===== config.mk =====
export PLATFORM = sky130hd
export DESIGN_NAME = ps2_keyboard
export DESIGN_NICKNAME = d
export VERILOG_FILES = /design/src/rtl/ps2_keyboard.sv
export SDC_FILE = /design/constraint.sdc
export NUM_CORES = 1
export LEC_CHECK = 0
export BUFFER_PORTS_ARGS = -buffer_cell sky130_fd_sc_hd__buf_2
export CAP_MARGIN = 20
export CORE_MARGIN = 5
export CORE_UTILIZATION = 50
export CTS_BUF_LIST = sky130_fd_sc_hd__clkbuf_8 sky130_fd_sc_hd__clkbuf_16
export DETAILED_ROUTE_END_ITERATION = 8
export GPL_ROUTABILITY_DRIVEN = 0
export GPL_TIMING_DRIVEN = 0
export PLACE_DENSITY_LB_ADDON = 0.1
export SYNTH_ARGS = -nofsm -noshare
export SYNTH_HDL_FRONTEND = slang
export SYNTH_SLANG_ARGS = --single-unit

===== constraint.sdc =====
create_clock -name clk -period 3.5 [get_ports clk]
set_clock_uncertainty 0.15 [all_clocks]
set_input_delay 0.35 -clock clk [delete_from_list [all_inputs] [get_ports clk]]
set_output_delay 0.35 -clock clk [all_outputs]
set_load 0.05 [all_outputs]

===== src/rtl/ps2_keyboard.sv =====
// ps2_keyboard: PS/2 device-to-host frame receiver with a scan-code FIFO
module ps2_keyboard #(
  parameter int FIFO_DEPTH = 8
) (
  input  logic       clk,
  input  logic       rst,
  input  logic       ps2_clk,
  input  logic       ps2_data,
  input  logic       nextdata_n,
  output logic [7:0] data,
  output logic       ready,
  output logic       overflow
);
  localparam int AW = $clog2(FIFO_DEPTH);
  logic [2:0] sync;
  logic [3:0] bitcnt;
  logic [9:0] shift;
  logic [7:0] fifo [FIFO_DEPTH];
  logic [AW-1:0] w_ptr, r_ptr, w_next, r_next;
  logic sample, frame_ok, full, pop, push;
  always_comb begin
    sample = sync[2] & ~sync[1];
    frame_ok = sample && bitcnt == 4'd10 && !shift[0] && ps2_data && ^shift[9:1];
    full = (w_ptr + AW'(1)) == r_ptr;
    pop = ready && !nextdata_n;
    push = frame_ok && (!full || pop);
    w_next = w_ptr + AW'(push);
    r_next = r_ptr + AW'(pop);
    data = fifo[r_ptr];
  end
  always_ff @(posedge clk) begin
    if (!rst) begin
      sync <= 3'b111;
      bitcnt <= '0;
      w_ptr <= '0;
      r_ptr <= '0;
      ready <= 1'b0;
      overflow <= 1'b0;
    end else begin
      sync <= {sync[1:0], ps2_clk};
      if (sample) bitcnt <= (bitcnt == 4'd10) ? 4'd0 : bitcnt + 4'd1;
      w_ptr <= w_next;
      r_ptr <= r_next;
      ready <= w_next != r_next;
      overflow <= pop ? 1'b0 : (overflow | (frame_ok & full));
    end
  end
  // frame bits and FIFO storage are never cleared by reset
  always_ff @(posedge clk) begin
    if (sample && bitcnt < 4'd10) shift[bitcnt] <= ps2_data;
    if (push) fifo[w_ptr] <= shift[8:1];
  end
endmodule


==> metrics.yaml, run 1 <==
finish:
  fill_cells: 582
  post_route_cells_drive_above_1_share_pct: 31.7
  multi_input_area_sq_um: 1140
  nNetsFinal: 251
  layout_commonest_cell: "edfxtp_1"
  n_antenna_cell: 0
  stdcell_area_sq_um: 4190
  final_cell_mix: "edfxtp_1, buf_2, mux4_2"
  ff_latch_area_sq_um: 2520
  synthToLayoutAreaGrowth_pct: 13.9
sta:
  tightestPinTransition_ns: 0.714
  period_minus_slack_ns: 2.97
  slew_viol_final: 0
  finalHoldViolCount: 0
  post-route-period-util_pct: 84.8
  rsz0062_at_grt: "no"
  fmax_ghz: 0.337
  finalSetupViolations: 0
  maxSlewHeadroom_pct: 52.0
status:
  status: "complete, no violations"
global_routing:
  grt_pass1_vias: 1937
  grt_pass1_wl_mm: 10.1
  grt.overflow.total: 0
  grt_max_degree: 15
  antenna_found_initial: 0
  grt_usage_pct: 15.4
yosys:
  synthArstFlopShare_pct: 0
  yosysSeqAreaShare_pct: 68.5
  ys_ff_latch: 89
  synth_warnings: 0
  syn_avg_cell_area_sq_um: 17.7
  synthCells: 208
  synth_enable_flop_cells: 74
  syn_nets: 218
  ys.flop_type: "edfxtp_1"
  syn-cell-area_sq_um: 3680
  synth_cell_type_count: 36
die:
  dieArea_sq_um: 9180
  core_area_sq_um: 7210
  die_y_um: 95.8
  dieWidth_um: 95.8
  rows: 31
  io_pins: 15
  initial_core_util_pct: 51.1
routing:
  num_vias: 1860
  drt-pass1-iter-count: 4
  ant_nets: 0
  vias_per_cell: 5.39
  drt_iter0_drc: 120
  drc: 0
  routed_wl_mm: 6.28
  wire_per_inst_um: 18.2
power:
  p_total_w: 0.00191
  irDropWorstVdd_mv: 0.224
  cellLeakagePower_nw: 1.40
  power.density_nw_per_um2: 455
placed_design:
  port_buffers: 14
  placed_area_sq_um: 3970
  hpwlAfterDp_mm: 4.44
critical_path:
  cp_cell_sequence: "xor2_1 -> xnor3_2 -> xnor2_4 -> nor2_1 -> ha_1 -> ha_1 -> xnor2_1 -> xnor2_1 -> o31a_1"
  critical_path.max_stage_delay_ns: 0.54
  slowest_stage: "edfxtp_1"
  critPathCaptureType: "flop"
  cp.required_ns: 3.58
  crit_fanout: 10
  crit_type: "reg -> reg"
  cp_num_buf_inv: 0
  arrival_ns: 3.05
  crit_family: "XOR/XNOR gates"
  startpoint_type: "flop"
clock_network:
  ctsHoldBuffers: 0
  clockBufferDepth: 2
  clk_pin_slew_worst_paths_ns: 0.08
  cts_max_level: 3
  clkSinkCount: 89
  cts_root_buf: "clkbuf_8"
  post-cts-setup-buffer-count: 0
  clk_latency_ns: 0.34
  post_cts_resized: 0
  tritoncts: "yes"
  cts_buffers: 9
run:
  timing.max_cap.violations: 0
hold_path:
  hold_class: "in -> reg"
-- registers in the layout, indices dropped and copies added, names as in the netlist --
register,cells
w_ptr,3
sync,3
overflow,1
bitcnt,4
r_ptr,3
shift,10
ready,1
fifo,64
-- final timing paths --
kind	startpoint	endpoint	slack, ns	cells after the start
worst max-delay path	shift[6]	ready	0.53	9
worst min-delay path	ps2_clk	sync[0]	0.04	2
worst max register to register	shift[6]	ready	0.53	9
worst min register to register	sync[0]	sync[1]	0.29	1
-- cell type report --
| type | count | share of cell area [%] |
|---|---|---|
| tap | 99 | 2.95 |
| clock buffer | 10 | 3.28 |
| inverter | 2 | 0.179 |
| timing repair buffer | 22 | 3.04 |
| sequential | 89 | 60.1 |
| clock inverter | 6 | 2.00 |
| multi-input combinational | 108 | 27.2 |
| buffer | 9 | 1.22 |
-- routing by layer --
| metal | track usage (%) | share of wire [%] |
|---|---|---|
| met1 | 20.3 | 43 |
| met2 | 25.4 | 52 |
| met4 | 5.69 | 1.2 |
| met3 | 2.81 | 3.5 |
| met5 | 0 | 0 |
-- cells by family after synthesis --
| group | Yosys count | synth area share [%] |
|---|---|---|
| flip-flops | 89 | 68.5 |
| AND/OR/NAND/NOR | 53 | 8.56 |
| multiplexers | 24 | 12.2 |
| XOR/XNOR | 16 | 5.60 |
| buffers and inverters | 11 | 1.60 |
| AO/OA/AOI/OAI | 10 | 1.83 |
| adder cells (fa/ha/maj) | 5 | 1.70 |
-- metrics by stage --
stage | hold WS [ns] | cells | setup TNS (ns) | utilization, % | setup slack, ns
4_1_cts | 0.0225 | 344 | 0 | 58.1 | 0.423
5_1_grt | 0.0401 | 345 | 0 | 58.1 | 0.365
3_3_place_gp | 0.256 | 321 | -2.84 | 53.7 | -0.0737
2_1_floorplan | 0.236 | 208 | 0 | - | 0.724
3_5_place_dp | 0.277 | 328 | 0 | 55.0 | 0.437
6_report | 0.0409 | 345 | 0 | 58.1 | 0.532
-- where the power goes --
part            total, W  internal (W)  switching [W]
Clock           0.000760      0.000418       0.000342
Combinational  0.0000147    0.00000587     0.00000879
Sequential       0.00114       0.00113     0.00000169
Total            0.00191       0.00156       0.000353
-- Yosys cell counts (all sizes together) (2+ instances only) --
cell / number / area, sq um
nor2: 9 / 33.8
xnor2: 8 / 108
nand2: 4 / 15.0
buf: 5 / 36.3
xor2: 6 / 52.6
xnor3: 2 / 46.3
nand2b: 10 / 70.1
nor4: 8 / 56.3
a21boi: 2 / 15.0
nor2b: 4 / 25.0
and2: 6 / 37.5
dfxtp: 15 / 300
inv: 2 / 7.51
mux2: 8 / 90.1
o21ai: 4 / 23.8
ha: 5 / 62.6
mux4: 16 / 360
edfxtp: 74 / 2220
nand3: 3 / 15.0
nor3: 5 / 25.0
clkbuf: 4 / 15.0
(Power assumes the default switching activity.)
==> run 2, diff against run 1 <==
--- a/config.mk
+++ b/config.mk
@@ -5,6 +5,7 @@
 export SDC_FILE = /design/constraint.sdc
 export NUM_CORES = 1
 export LEC_CHECK = 0
+export ABC_AREA = 1
 export BUFFER_PORTS_ARGS = -buffer_cell sky130_fd_sc_hd__buf_2
 export CAP_MARGIN = 20
 export CORE_MARGIN = 5
==> constraint.sdc (replaced) <==
create_clock -name clk -period 2.75 [get_ports clk]
set_clock_uncertainty 0.15 [all_clocks]
set_input_delay 0.275 -clock clk [delete_from_list [all_inputs] [get_ports clk]]
set_output_delay 0.275 -clock clk [all_outputs]
set_load 0.05 [all_outputs]
==> run 2 against run 1 <==
Against the previous run: via count rose by 31%; area after synthesis grew 2.1%; wire length increased by 17%; clock power grew 10%; worst setup slack worse by 0.33 ns; power grew 21%; critical path depth is 1 lower; cell count up 41%; sequential power is 26% higher.
==> metrics.yaml, run 2 <==
critical_path:
  reg2reg_depth: 12
  reg2reg_slack_ns: 0.22
  cp.required_ns: 2.33
  crit_family: "buffers and inverters"
  cp_num_buf_inv: 4
  cp_common_cell: "buf_2"
  slowest_stage: "dfxtp_1"
  r2r-start: "w_ptr[0]"
  crit_type: "reg -> out"
  arrival_ns: 2.12
  crit_fanout: 10
  r2r_end: "ready"
  critPathCaptureType: "primary output"
  cp_cell_sequence: "buf_2 -> inv_1 -> clkbuf_4 -> o21ai_0 -> o22ai_1 -> nor2_1 -> a31oi_1 -> buf_2"
  critical_path.max_stage_delay_ns: 0.31
  startpoint_type: "flop"
routing:
  wire_per_inst_um: 15.1
  ant_nets: 0
  routed_wl_mm: 7.33
  drt_iter0_drc: 125
  vias_per_cell: 5.00
  num_vias: 2432
  drc: 0
  drt-pass1-iter-count: 5
yosys:
  synth_warnings: 0
  synth_cell_type_count: 26
  synthTopCellsByCount: "nor2_1, edfxtp_1, nand2_1"
  yosysSeqAreaShare_pct: 67.0
  synth_top_area_cell: "edfxtp_1"
  synthCells: 347
  ys.flop_type: "edfxtp_1"
  syn_avg_cell_area_sq_um: 10.8
  syn_nets: 357
  ys_ff_latch: 89
  synthArstFlopShare_pct: 0
  synth_area_leaders: "edfxtp_1, nor2_1, dfxtp_1, nand2_1, o21ai_0"
  yosysTopAreaCellShare_pct: 59.1
  synth_enable_flop_cells: 74
  synth_most_common_cell: "nor2_1"
  syn-cell-area_sq_um: 3760
hold_path:
  hold-path-endpoint: "shift[3]"
  hold_start: "ps2_data"
  hold_class: "in -> reg"
  hold_depth: 1
finish:
  synthToLayoutAreaGrowth_pct: 12.6
  largest_reg_flops: 64
  nNetsFinal: 392
  n_antenna_cell: 0
  final_cell_mix: "nor2_1, edfxtp_1, nand2_1"
  largestRegisters: "fifo (64), shift (10), bitcnt (4)"
  layout_commonest_cell: "nor2_1"
  stdcell_area_sq_um: 4240
  instances_no_fill: 486
  fill_cells: 659
  post_route_cells_drive_above_1_share_pct: 15.8
  utilization_pct: 58.1
  regMostFlops: "fifo"
die:
  initial_core_util_pct: 51.6
  io_pins: 15
  core_area_sq_um: 7290
  die_y_um: 96.7
  dieArea_sq_um: 9360
  rows: 31
  dieWidth_um: 96.7
global_routing:
  grt_pass1_vias: 2390
  grt_usage_pct: 16.5
  antenna_found_initial: 0
  grt_max_degree: 15
  grt.overflow.total: 0
  grt_pass1_wl_mm: 12.0
power:
  power.internal_w: 0.00186
  p_clk_share_pct: 36.4
  cellLeakagePower_nw: 1.65
  switchingPower_w: 0.000447
  combPwrFrac_pct: 0.8
  pwr-share-seq_pct: 62.7
  power.density_nw_per_um2: 544
  p_sw_share_pct: 19.4
  irDropWorstVdd_mv: 0.313
sta:
  worst_slack_ns: 0.203
  tightestPinTransition_ns: 0.832
  finalSetupViolations: 0
  whs_ns: 0.0934
  finalHoldViolCount: 0
  period_minus_slack_ns: 2.55
  fmax_ghz: 0.393
  post-route-period-util_pct: 92.6
  maxSlewHeadroom_pct: 44.3
  rsz0062_at_grt: "yes"
  slew_viol_final: 0
clock_network:
  clk_latency_ns: 0.35
  tritoncts: "yes"
  cts_root_buf: "clkbuf_8"
  cts_max_level: 3
  clkSinkCount: 89
  clockBufferDepth: 2
  clk_pin_slew_worst_paths_ns: 0.08
  cts_buffers: 9
placed_design:
  port_buffers: 13
  placed_area_sq_um: 3950
  dpl_worst_slack_ns: 0.0579
  hpwlAfterDp_mm: 4.89
  placed_cells: 459
status:
  status: "complete, no violations"
run:
  timing.max_cap.violations: 0
## run 2: how the worst max path moves through the flow
stage	from	endpoint	slack, ns	depth (start not counted)
2_1_floorplan	w_ptr[0]	ready	0.34	11
3_3_place_gp	shift[6]	ready	0.11	15
3_5_place_dp	shift[6]	fifo[7][1]	0.06	10
4_1_cts	shift[6]	fifo[7][5]	0.04	10
5_1_grt	shift[1]	ready	-0.03	13
6_report	r_ptr[1]	data[5]	0.20	8
## run 2: power by group through the flow
stage | registers, W | logic, W | clock network [W]
6_report | 0.00144 | 0.0000188 | 0.000839
5_1_grt | 0.00145 | 0.0000221 | 0.000916
4_1_cts | 0.00144 | 0.0000189 | 0.000850
3_5_place_dp | 0.00148 | 0.0000178 | 0
3_3_place_gp | 0.00148 | 0.0000171 | 0
2_1_floorplan | 0.00148 | 0.0000110 | 0
## run 2: repair_timing
action / in CTS / in global routing
setup buffers: 0 / 10
gates resized for setup: 0 / 8
setup endpoints to repair: 0 / 66
hold buffers: 1 / 0
endpoints found under the hold margin: 1 / 0
## run 2: per-layer routing
layer	wire (um)	share of wire (%)	global-route usage, %	vias to the layer above
li1	-	-	-	1243
met1	3130	43	19.9	1145
met2	3840	52	28.6	38
met3	262	3.6	3.88	6
met4	86	1.2	6.48	0
met5	0	0	0	-
## run 2: cells by family after synthesis
kind of cell | share of synthesized area [%]
AO/OA/AOI/OAI | 7.82
adder cells (fa/ha/maj) | 1.66
XOR/XNOR | 2.56
flip-flops | 67.0
AND/OR/NAND/NOR | 16.7
buffers and inverters | 4.26
## run 2: layout make-up
class / count / area, sq um / area share [%]
Timing Repair Buffer: 24 / 150 / 3.55
Clock inverter: 7 / 56.3 / 1.33
Sequential cell: 89 / 2520 / 59.6
Multi-Input combinational cell: 218 / 1090 / 25.8
Clock buffer: 9 / 124 / 2.92
Tap cell: 99 / 124 / 2.92
Inverter: 28 / 105 / 2.48
Buffer: 12 / 58.8 / 1.39
## run 2: worst register-to-register path, delay by kind of cell, from the launching register on
kind                     cells  cell delay, ns
AND/OR/NAND/NOR              3            0.44
adder cells (fa/ha/maj)      3            0.68
buffers and inverters        1            0.06
AO/OA/AOI/OAI                2            0.31
XOR/XNOR                     3            0.43
flip-flops                   1            0.36
## run 2: per-stage QoR
step | TNS [ns] | power, W
2_1_floorplan | 0 | 0.00149
3_3_place_gp | 0 | 0.00149
3_5_place_dp | 0 | 0.00149
4_1_cts | 0 | 0.00231
5_1_grt | -0.0301 | 0.00238
6_report | 0 | 0.00230
